### src/rtl/stream_dma_reader_if.sv
// Bus bundle for stream_dma_reader: CSR slave port, memory read master, stream source.
// The master modport is the engine's view; slave is the surrounding system's view.
interface stream_dma_reader_if;
  logic [1:0]  avs_address;
  logic        avs_write;
  logic [31:0] avs_writedata;
  logic        avs_read;
  logic [31:0] avs_readdata;

  logic [31:0] avm_address;
  logic        avm_read;
  logic        avm_waitrequest;
  logic [31:0] avm_readdata;
  logic        avm_readdatavalid;

  logic        aso_valid;
  logic [31:0] aso_data;
  logic        aso_ready;

  modport master (
    input  avs_address, avs_write, avs_writedata, avs_read,
    output avs_readdata,
    output avm_address, avm_read,
    input  avm_waitrequest, avm_readdata, avm_readdatavalid,
    output aso_valid, aso_data,
    input  aso_ready
  );

  modport slave (
    output avs_address, avs_write, avs_writedata, avs_read,
    input  avs_readdata,
    input  avm_address, avm_read,
    output avm_waitrequest, avm_readdata, avm_readdatavalid,
    input  aso_valid, aso_data,
    output aso_ready
  );
endinterface

### src/rtl/stream_dma_reader.sv
// Memory-to-stream read engine: credit-limited Avalon-MM reads feeding a show-ahead
// FIFO that drives an Avalon-ST source, controlled by a four-register CSR block.
//
// state   | meaning
// --------+------------------------------------------------------------
// S_IDLE  | no transfer; START with LENGTH != 0 launches one
// S_ISSUE | issuing reads while words remain and credit allows
// S_DRAIN | all reads accepted; waiting for returns and FIFO to empty
module stream_dma_reader #(
  parameter int FIFO_DEPTH = 16
) (
  input logic                 clk,
  input logic                 reset,
  stream_dma_reader_if.master bus
);
  localparam int PW = $clog2(FIFO_DEPTH);
  localparam int CW = PW + 1;

  typedef enum logic [1:0] {S_IDLE, S_ISSUE, S_DRAIN} state_t;

  state_t        state, state_nxt;
  logic [31:0]   addr_reg, length_reg;
  logic [31:0]   cur_addr, remaining, remaining_nxt;
  logic [CW-1:0] pending, pending_nxt;
  logic [CW-1:0] fifo_count, count_nxt;
  logic [CW:0]   occupancy, occupancy_nxt;
  logic [PW-1:0] wr_ptr, rd_ptr;
  logic [31:0]   mem [FIFO_DEPTH];
  logic          avm_read_q, read_nxt;
  logic          done, busy;
  logic          start, accept, ret, pop, fifo_valid;
  logic          drain_done;

  always_comb begin
    start      = bus.avs_write && (bus.avs_address == 2'd2) && bus.avs_writedata[0];
    accept     = avm_read_q && !bus.avm_waitrequest;
    // Returns with nothing pending belong to a transfer abandoned by reset.
    ret        = bus.avm_readdatavalid && (pending != '0);
    fifo_valid = (fifo_count != '0);
    pop        = fifo_valid && bus.aso_ready;

    pending_nxt   = pending + CW'(accept) - CW'(ret);
    count_nxt     = fifo_count + CW'(ret) - CW'(pop);
    remaining_nxt = accept ? remaining - 32'd1 : remaining;
    occupancy     = {1'b0, pending} + {1'b0, fifo_count};
    occupancy_nxt = {1'b0, pending_nxt} + {1'b0, count_nxt};
    drain_done    = (pending_nxt == '0) && (count_nxt == '0);
    busy          = (state != S_IDLE);
  end

  always_ff @(posedge clk) begin
    if (reset) state <= S_IDLE;
    else       state <= state_nxt;
  end

  always_comb begin
    state_nxt = state;
    read_nxt  = 1'b0;
    case (state)
      S_IDLE: begin
        if (start && (length_reg != 32'd0)) begin
          state_nxt = S_ISSUE;
          read_nxt  = 1'b1;
        end
      end
      S_ISSUE: begin
        if (accept && (remaining == 32'd1)) state_nxt = S_DRAIN;
        // A raised request stays up until accepted, whatever the credit.
        if (avm_read_q && bus.avm_waitrequest)
          read_nxt = 1'b1;
        else
          read_nxt = (remaining_nxt != 32'd0) &&
                     (occupancy_nxt < (CW+1)'(FIFO_DEPTH));
      end
      S_DRAIN: begin
        if (drain_done) state_nxt = S_IDLE;
      end
      default: state_nxt = S_IDLE;
    endcase
  end

  always_ff @(posedge clk) begin
    if (reset) begin
      addr_reg   <= '0;
      length_reg <= '0;
      cur_addr   <= '0;
      remaining  <= '0;
      pending    <= '0;
      fifo_count <= '0;
      wr_ptr     <= '0;
      rd_ptr     <= '0;
      avm_read_q <= 1'b0;
      done       <= 1'b0;
    end else begin
      if (bus.avs_write && (bus.avs_address == 2'd0))
        addr_reg <= {bus.avs_writedata[31:2], 2'b00};
      if (bus.avs_write && (bus.avs_address == 2'd1))
        length_reg <= bus.avs_writedata;

      avm_read_q <= read_nxt;
      pending    <= pending_nxt;
      fifo_count <= count_nxt;
      if (ret) wr_ptr <= wr_ptr + PW'(1);
      if (pop) rd_ptr <= rd_ptr + PW'(1);

      if ((state == S_IDLE) && start) begin
        if (length_reg != 32'd0) begin
          cur_addr  <= addr_reg;
          remaining <= length_reg;
          done      <= 1'b0;
        end else begin
          done <= 1'b1;
        end
      end else begin
        if (accept) begin
          cur_addr  <= cur_addr + 32'd4;
          remaining <= remaining_nxt;
        end
        if ((state == S_DRAIN) && drain_done) done <= 1'b1;
      end
    end
  end

  always_ff @(posedge clk) begin
    if (ret) mem[wr_ptr] <= bus.avm_readdata;
  end

  assign bus.avm_read    = avm_read_q;
  assign bus.avm_address = cur_addr;
  assign bus.aso_valid   = fifo_valid;
  assign bus.aso_data    = fifo_valid ? mem[rd_ptr] : 32'd0;

  always_comb begin
    bus.avs_readdata = 32'd0;
    if (bus.avs_read) begin
      case (bus.avs_address)
        2'd0:    bus.avs_readdata = addr_reg;
        2'd1:    bus.avs_readdata = length_reg;
        2'd3:    bus.avs_readdata = {16'(occupancy), 14'd0, done, busy};
        default: bus.avs_readdata = 32'd0;
      endcase
    end
  end
endmodule

### src/flat_wrapper.sv
// flat-port wrapper written by rule: the top's interface ports become plain ports
module stream_dma_reader_flat 
#(
  parameter int FIFO_DEPTH = 16
)
  (clk, reset, bus_avs_address, bus_avs_write, bus_avs_writedata, bus_avs_read, bus_avs_readdata, bus_avm_address, bus_avm_read, bus_avm_waitrequest, bus_avm_readdata, bus_avm_readdatavalid, bus_aso_valid, bus_aso_data, bus_aso_ready);
  stream_dma_reader_if bus_i ();
  input logic clk;
  input logic reset;
  input wire logic [$bits(bus_i.avs_address)-1:0] bus_avs_address;
  input wire logic [$bits(bus_i.avs_write)-1:0] bus_avs_write;
  input wire logic [$bits(bus_i.avs_writedata)-1:0] bus_avs_writedata;
  input wire logic [$bits(bus_i.avs_read)-1:0] bus_avs_read;
  output wire logic [$bits(bus_i.avs_readdata)-1:0] bus_avs_readdata;
  output wire logic [$bits(bus_i.avm_address)-1:0] bus_avm_address;
  output wire logic [$bits(bus_i.avm_read)-1:0] bus_avm_read;
  input wire logic [$bits(bus_i.avm_waitrequest)-1:0] bus_avm_waitrequest;
  input wire logic [$bits(bus_i.avm_readdata)-1:0] bus_avm_readdata;
  input wire logic [$bits(bus_i.avm_readdatavalid)-1:0] bus_avm_readdatavalid;
  output wire logic [$bits(bus_i.aso_valid)-1:0] bus_aso_valid;
  output wire logic [$bits(bus_i.aso_data)-1:0] bus_aso_data;
  input wire logic [$bits(bus_i.aso_ready)-1:0] bus_aso_ready;
  assign bus_i.avs_address = bus_avs_address;
  assign bus_i.avs_write = bus_avs_write;
  assign bus_i.avs_writedata = bus_avs_writedata;
  assign bus_i.avs_read = bus_avs_read;
  assign bus_avs_readdata = bus_i.avs_readdata;
  assign bus_avm_address = bus_i.avm_address;
  assign bus_avm_read = bus_i.avm_read;
  assign bus_i.avm_waitrequest = bus_avm_waitrequest;
  assign bus_i.avm_readdata = bus_avm_readdata;
  assign bus_i.avm_readdatavalid = bus_avm_readdatavalid;
  assign bus_aso_valid = bus_i.aso_valid;
  assign bus_aso_data = bus_i.aso_data;
  assign bus_i.aso_ready = bus_aso_ready;
  stream_dma_reader #(.FIFO_DEPTH(FIFO_DEPTH)) u_core (.clk(clk), .reset(reset), .bus(bus_i));
endmodule
### config.mk
export PLATFORM = sky130hd
export DESIGN_NAME = stream_dma_reader_flat
export DESIGN_NICKNAME = d
export VERILOG_FILES = /design/src/rtl/stream_dma_reader_if.sv /design/src/rtl/stream_dma_reader.sv /design/src/flat_wrapper.sv
export SDC_FILE = /design/constraint.sdc
export NUM_CORES = 1
export LEC_CHECK = 0
export BUFFER_PORTS_ARGS = -buffer_cell sky130_fd_sc_hd__buf_2
export CAP_MARGIN = 20
export CORE_MARGIN = 3
export CORE_UTILIZATION = 65
export CTS_CLUSTER_DIAMETER = 100
export DETAILED_ROUTE_END_ITERATION = 7
export PLACE_DENSITY = 0.84
export SLEW_MARGIN = 10
export SYNTH_ARGS = -nofsm -noshare
export SYNTH_HDL_FRONTEND = slang
export SYNTH_SLANG_ARGS = --single-unit
### constraint.sdc
create_clock -name clk -period 9.6 [get_ports clk]
set_input_delay 0.96 -clock clk [delete_from_list [all_inputs] [get_ports clk]]
set_output_delay 0.96 -clock clk [all_outputs]
set_load 0.005 [all_outputs]
# After elaboration in Yosys (flattened, before gate mapping)
# Memories as Yosys holds them, arrays and structs flattened. A register that Yosys moved wholly into a read port is not among the register bits.
# Cells that the tools add are included.
# totals
mem_bits_rw	512
output_inout_bits	98
in_bits	73
wordCells	85
ff_bits	148
memories	1
# memory_table
memory	depth	word_bits	rd	rd_clocked_by_memory_dff	wr	line_no	source
u_core.mem	16	32	1	1	1	stream_dma_reader.sv:28	logic [31:0] mem [FIFO_DEPTH];
# classes
eq_ne	10
reduce_logical	28
n_lt_le_gt_ge	1
n_addsub	10
muxes	24
# op_table
operator	count
$mux 32	9
$pmux 32 s3	1
$reduce_bool 32->1	2
$add 32x3->32 const B	1
$eq 32x1->1 const B	1
$sub 32x1->32 const B	1
$logic_and 1x1->1	14
$add 5x5->6	2
$add 5x1->5	2
$logic_not 5->1	2
$reduce_bool 5->1	2
$sub 5x1->5	2
$add 4x1->4 const B	2
$mux 4	2
$ne 2x1->1 const B	4
$mux 1	7
$eq 2x2->1 const B	3
$lt 6x5->1 const B	1
$mux 2	3
$pmux 2 s3	1
$reduce_bool 2->1	3
$eq 2x1->1 const B	2
$logic_not 2->1	2
$reduce_and 3->1	1
3 further kinds	3

# Logic depth before layout (Yosys ltp)
# depth
depth_word	9
depth_mapped	16
depth_no_buf	16

# Worst setup path after synthesis
# OpenSTA, ideal clock, no wires.
# synth_path
kind	input to register
startpoint	in bus_avm_readdatavalid
endpoint	mem u_core.mem[3][0], enable pin
required_ps	9139
setup_ps	461
setup_slack_ps	5174
n_path_buf	0
stages	4
arrival_time_ps	3965
path_cell_list	inv_1 -> a31oi_1 -> nand2_1 -> nor3_1
# synth_between
elab_chain_len	3
# synth_lines
item	line_no	source
from (decl)	flat_wrapper.sv:19	input wire logic [$bits(bus_i.avm_readdatavalid)-1:0] bus_avm_readdatavalid;
$logic_and 1x1->1	stream_dma_reader.sv:38	ret = bus.avm_readdatavalid && (pending != '0);
via u_core.ret	stream_dma_reader.sv:31	logic start, accept, ret, pop, fifo_valid;
$mux 1	stream_dma_reader.sv:125	if (ret) mem[wr_ptr] <= bus.avm_readdata;
$mux 1 (implied by the code)	stream_dma_reader.sv:125	
to (decl)	stream_dma_reader.sv:28	
# The timed path passes the listed nets, and every way through them passes these cells.

==> flow_metrics.py <==
metrics = {
    "power_and_ir_drop": {
        "p_per_area_nw_per_um2": 239,
        "vdd_drop_max_uv": 209,
        "total_power_mw": 7.47,
        "pwr-share-comb_pct": 22.9,
        "swShare_pct": 28.2,
        "p_sw_mw": 2.11,
        "p_seq_share_pct": 45.0,
        "clockPowerShare_pct": 32.1,
        "power_leakage_nw": 10.4,
        "p_int_mw": 5.37,
    },
    "logic_synthesis": {
        "synth_top_area_share_pct": 55.3,
        "post-synth-top-area-cell": "edfxtp_1",
        "yosysMostFrequentCell": "edfxtp_1",
        "seq_area_frac_synth_pct": 66.1,
        "synthCells": 1895,
        "async_flop_share_pct": 0,
        "ys_types": 67,
        "ys_warn_count": 0,
        "ys_ff_latch": 662,
        "synth_flop_cell": "edfxtp_1",
        "synth_area_leaders": "edfxtp_1, mux4_2, dfxtp_1",
        "synth_area_um2": 27800,
        "syn_avg_cell_area_um2": 14.7,
        "synth_edf_count": 512,
        "synthTopCellsByCount": "edfxtp_1, nand2_1, mux4_2, dfxtp_1, a21oi_1",
    },
    "placed_design": {
        "place.gp.congestion": 0.903,
        "dp_slack_ps": 5170,
        "hpwlAfterDp_um": 43300,
        "portBuffers": 168,
    },
    "sta": {
        "setup_tns_ps": 0,
        "period_share_pct": 50.6,
        "slew_headroom_pct": 25.0,
        "worst_pin_slew_ps": 1120,
        "hold_viol_final": 0,
        "worst_slack_ps": 4740,
        "period_needed_ps": 4860,
        "max_freq_mhz": 206,
        "rsz0062_at_grt": "no",
        "finalSetupViolations": 0,
        "report.final.slew_viol_count": 0,
        "fin_worst_skew_ps": 41.0,
    },
    "worst_setup_path": {
        "critPathMostFrequentCell": "mux4_2",
        "end_kind": "primary output",
        "crit_slowest_cell": "dfxtp_4",
        "startpoint_type": "flip-flop",
        "cp_top_family": "buffers and inverters",
        "reg2reg_slack_ps": 5230,
        "r2r_cells": 15,
        "worstSetupPathType": "reg -> out",
        "crit_buf_inv": 2,
        "slowest_delay_ps": 1010,
        "cp_max_fo": 65,
        "r2r-start": "u_core.fifo_count[2]",
        "critPathRequiredTime_ps": 8640,
        "worstPathArrival_ps": 3900,
        "cp_cell_sequence": "buf_4 -> mux4_2 -> mux4_2 -> and2_1 -> buf_2",
        "r2r_end": "u_core.bus.avm_read",
    },
    "clocking": {
        "postCtsSetupRepairBufs": 0,
        "cts.clk_slew.worst_paths_ps": 70,
        "cts_root_buf": "clkbuf_16",
        "cts-buffers-inserted": 61,
        "clockBufferDepth": 3,
        "cts_tree": "done",
        "clkLatencyLatePin_ps": 640,
        "cts_hold_buf": 0,
        "cts_htree_levels": 2,
        "clock-sinks": 662,
        "post_cts_resized": 0,
    },
    "outcome": {
        "status": "complete, no violations",
    },
    "floorplanning": {
        "ios": 171,
        "rows": 75,
        "die_area_um2": 45300,
        "die_w_um": 213,
        "dieHeight_um": 213,
        "initial_core_util_pct": 66.0,
        "core-area_um2": 42100,
    },
    "layout": {
        "largest_reg_flops": 512,
        "area_growth_pct": 12.3,
        "layout-drive-gt1-share_pct": 22.8,
        "finalNetCount": 2147,
    },
    "detailed_routing": {
        "wl_per_cell_um": 29.7,
        "drtPass1Iterations": 6,
        "drc_errors": 0,
        "wl_um": 78300,
        "ant_nets": 0,
        "via_per_inst": 6.96,
        "drt_iter0_markers": 2655,
        "num_vias": 18300,
    },
    "global_routing": {
        "track_usage_pct": 34.9,
        "grtUsageMet1_pct": 43.9,
        "globalRouteMet3Util_pct": 5.52,
        "grt_antenna_before_repair": 5,
        "grt_pass1_vias": 18000,
        "overflow": 0,
        "grt_pass1_wl_um": 115000,
        "grtUsageMet2_pct": 59.8,
        "grt_max_degree": 101,
        "grt_busiest_layer": "met2",
    },
    "min_path": {
        "hold_class": "reg -> reg",
        "worstHoldPathCells": 2,
        "hold_path_startpoint": "u_core.addr_reg[2]",
        "holdPathEnd": "u_core.addr_reg[2]",
    },
    "flow_run": {
        "maxCapViolations": 0,
    },
}
## cell usage in the layout, fill, tap and decap left out, types with 9 or more instances in the layout
master,count
nor3_1,20
clkbuf_16,62
nand4_1,18
mux2i_1,40
mux4_2,160
ha_1,28
a211oi_1,13
a21oi_1,134
xor2_1,15
nor2b_1,9
and2_1,38
nand2_1,208
clkinv_1,14
inv_1,30
buf_2,167
a31oi_1,22
o21ai_0,57
edfxtp_1,512
dfxtp_1,146
xnor2_1,9
nor2_4,13
buf_4,34
nand3_1,29
clkbuf_1,17
nor4_1,26
nor2_1,118
o31ai_1,10
## worst max-delay path by stage
| stage | start | end | slack [ps] | cells past startpoint |
|---|---|---|---|---|
| finish | flip-flop | bus_aso_data[3] | 4740 | 5 |
| global route | flip-flop | bus_aso_data[21] | 4550 | 6 |
| global placement | flip-flop | bus_aso_data[1] | 5220 | 5 |
| CTS | flip-flop | bus_aso_data[21] | 4450 | 5 |
| detailed placement | flip-flop | bus_aso_data[21] | 5170 | 5 |
| floorplan | bus_avm_readdatavalid | u_core.mem[3][0] | 5170 | 4 |
## metal layers
layer  vias to the layer above  wire [µm]
met5                         -          0
met4                         0       4190
met3                       299       7790
met2                      1409      39900
met1                      9025      26400
li1                       7614          -
## logic make-up (layout without fill, tap and decap cells)
kind of cell / Yosys count / after routing / synth area share [%]
DFF: 662 / 662 / 66.1
adders and majority gates: 31 / 31 / 1.48
buffers and inverters: 149 / 343 / 2.08
xor gates and xnor gates: 24 / 24 / 0.756
and+or+nand+nor: 537 / 537 / 9.06
muxes: 200 / 200 / 14.4
other: 1 / 8 / 0.0135
AOI/OAI and AO/OA: 291 / 291 / 6.16
## worst min-delay path: cells and delay by family, from the launching register on
family          cells  cell delay (ps)
flops               1              320
compound gates      1               50
simple gates        1               60
## through the flow
stage | instances | instance area, µm² | utilization [%] | hold WS, ps
2_1_floorplan | 1896 | 27800 | - | 445
3_3_place_gp | 2516 | 29300 | 69.4 | 455
3_5_place_dp | 2518 | 29300 | 69.5 | 463
4_1_cts | 2628 | 31200 | 74.1 | 473
5_1_grt | 2633 | 31200 | 74.2 | 493
6_report | 2635 | 31300 | 74.2 | 475
## cell type report
type,count,area (µm²)
Fill cell,2389,10900
Antenna cell,6,15.0
Tap cell,539,674
Clock inverter,31,318
Multi-Input combinational cell,1085,9000
Inverter,30,113
Sequential cell,662,18400
Timing Repair Buffer,203,1130
Clock buffer,79,1620
## power groups by stage
| stage | registers, mW | clock network, mW | logic (mW) |
|---|---|---|---|
| 6_report | 3.37 | 2.40 | 1.71 |
| 5_1_grt | 3.38 | 2.51 | 1.83 |
| 4_1_cts | 3.40 | 2.41 | 1.66 |
| 3_5_place_dp | 3.45 | 0 | 1.62 |
| 3_3_place_gp | 3.44 | 0 | 1.54 |
| 2_1_floorplan | 3.34 | 0 | 1.18 |
No activity file was read; power rests on OpenSTA's default activity.
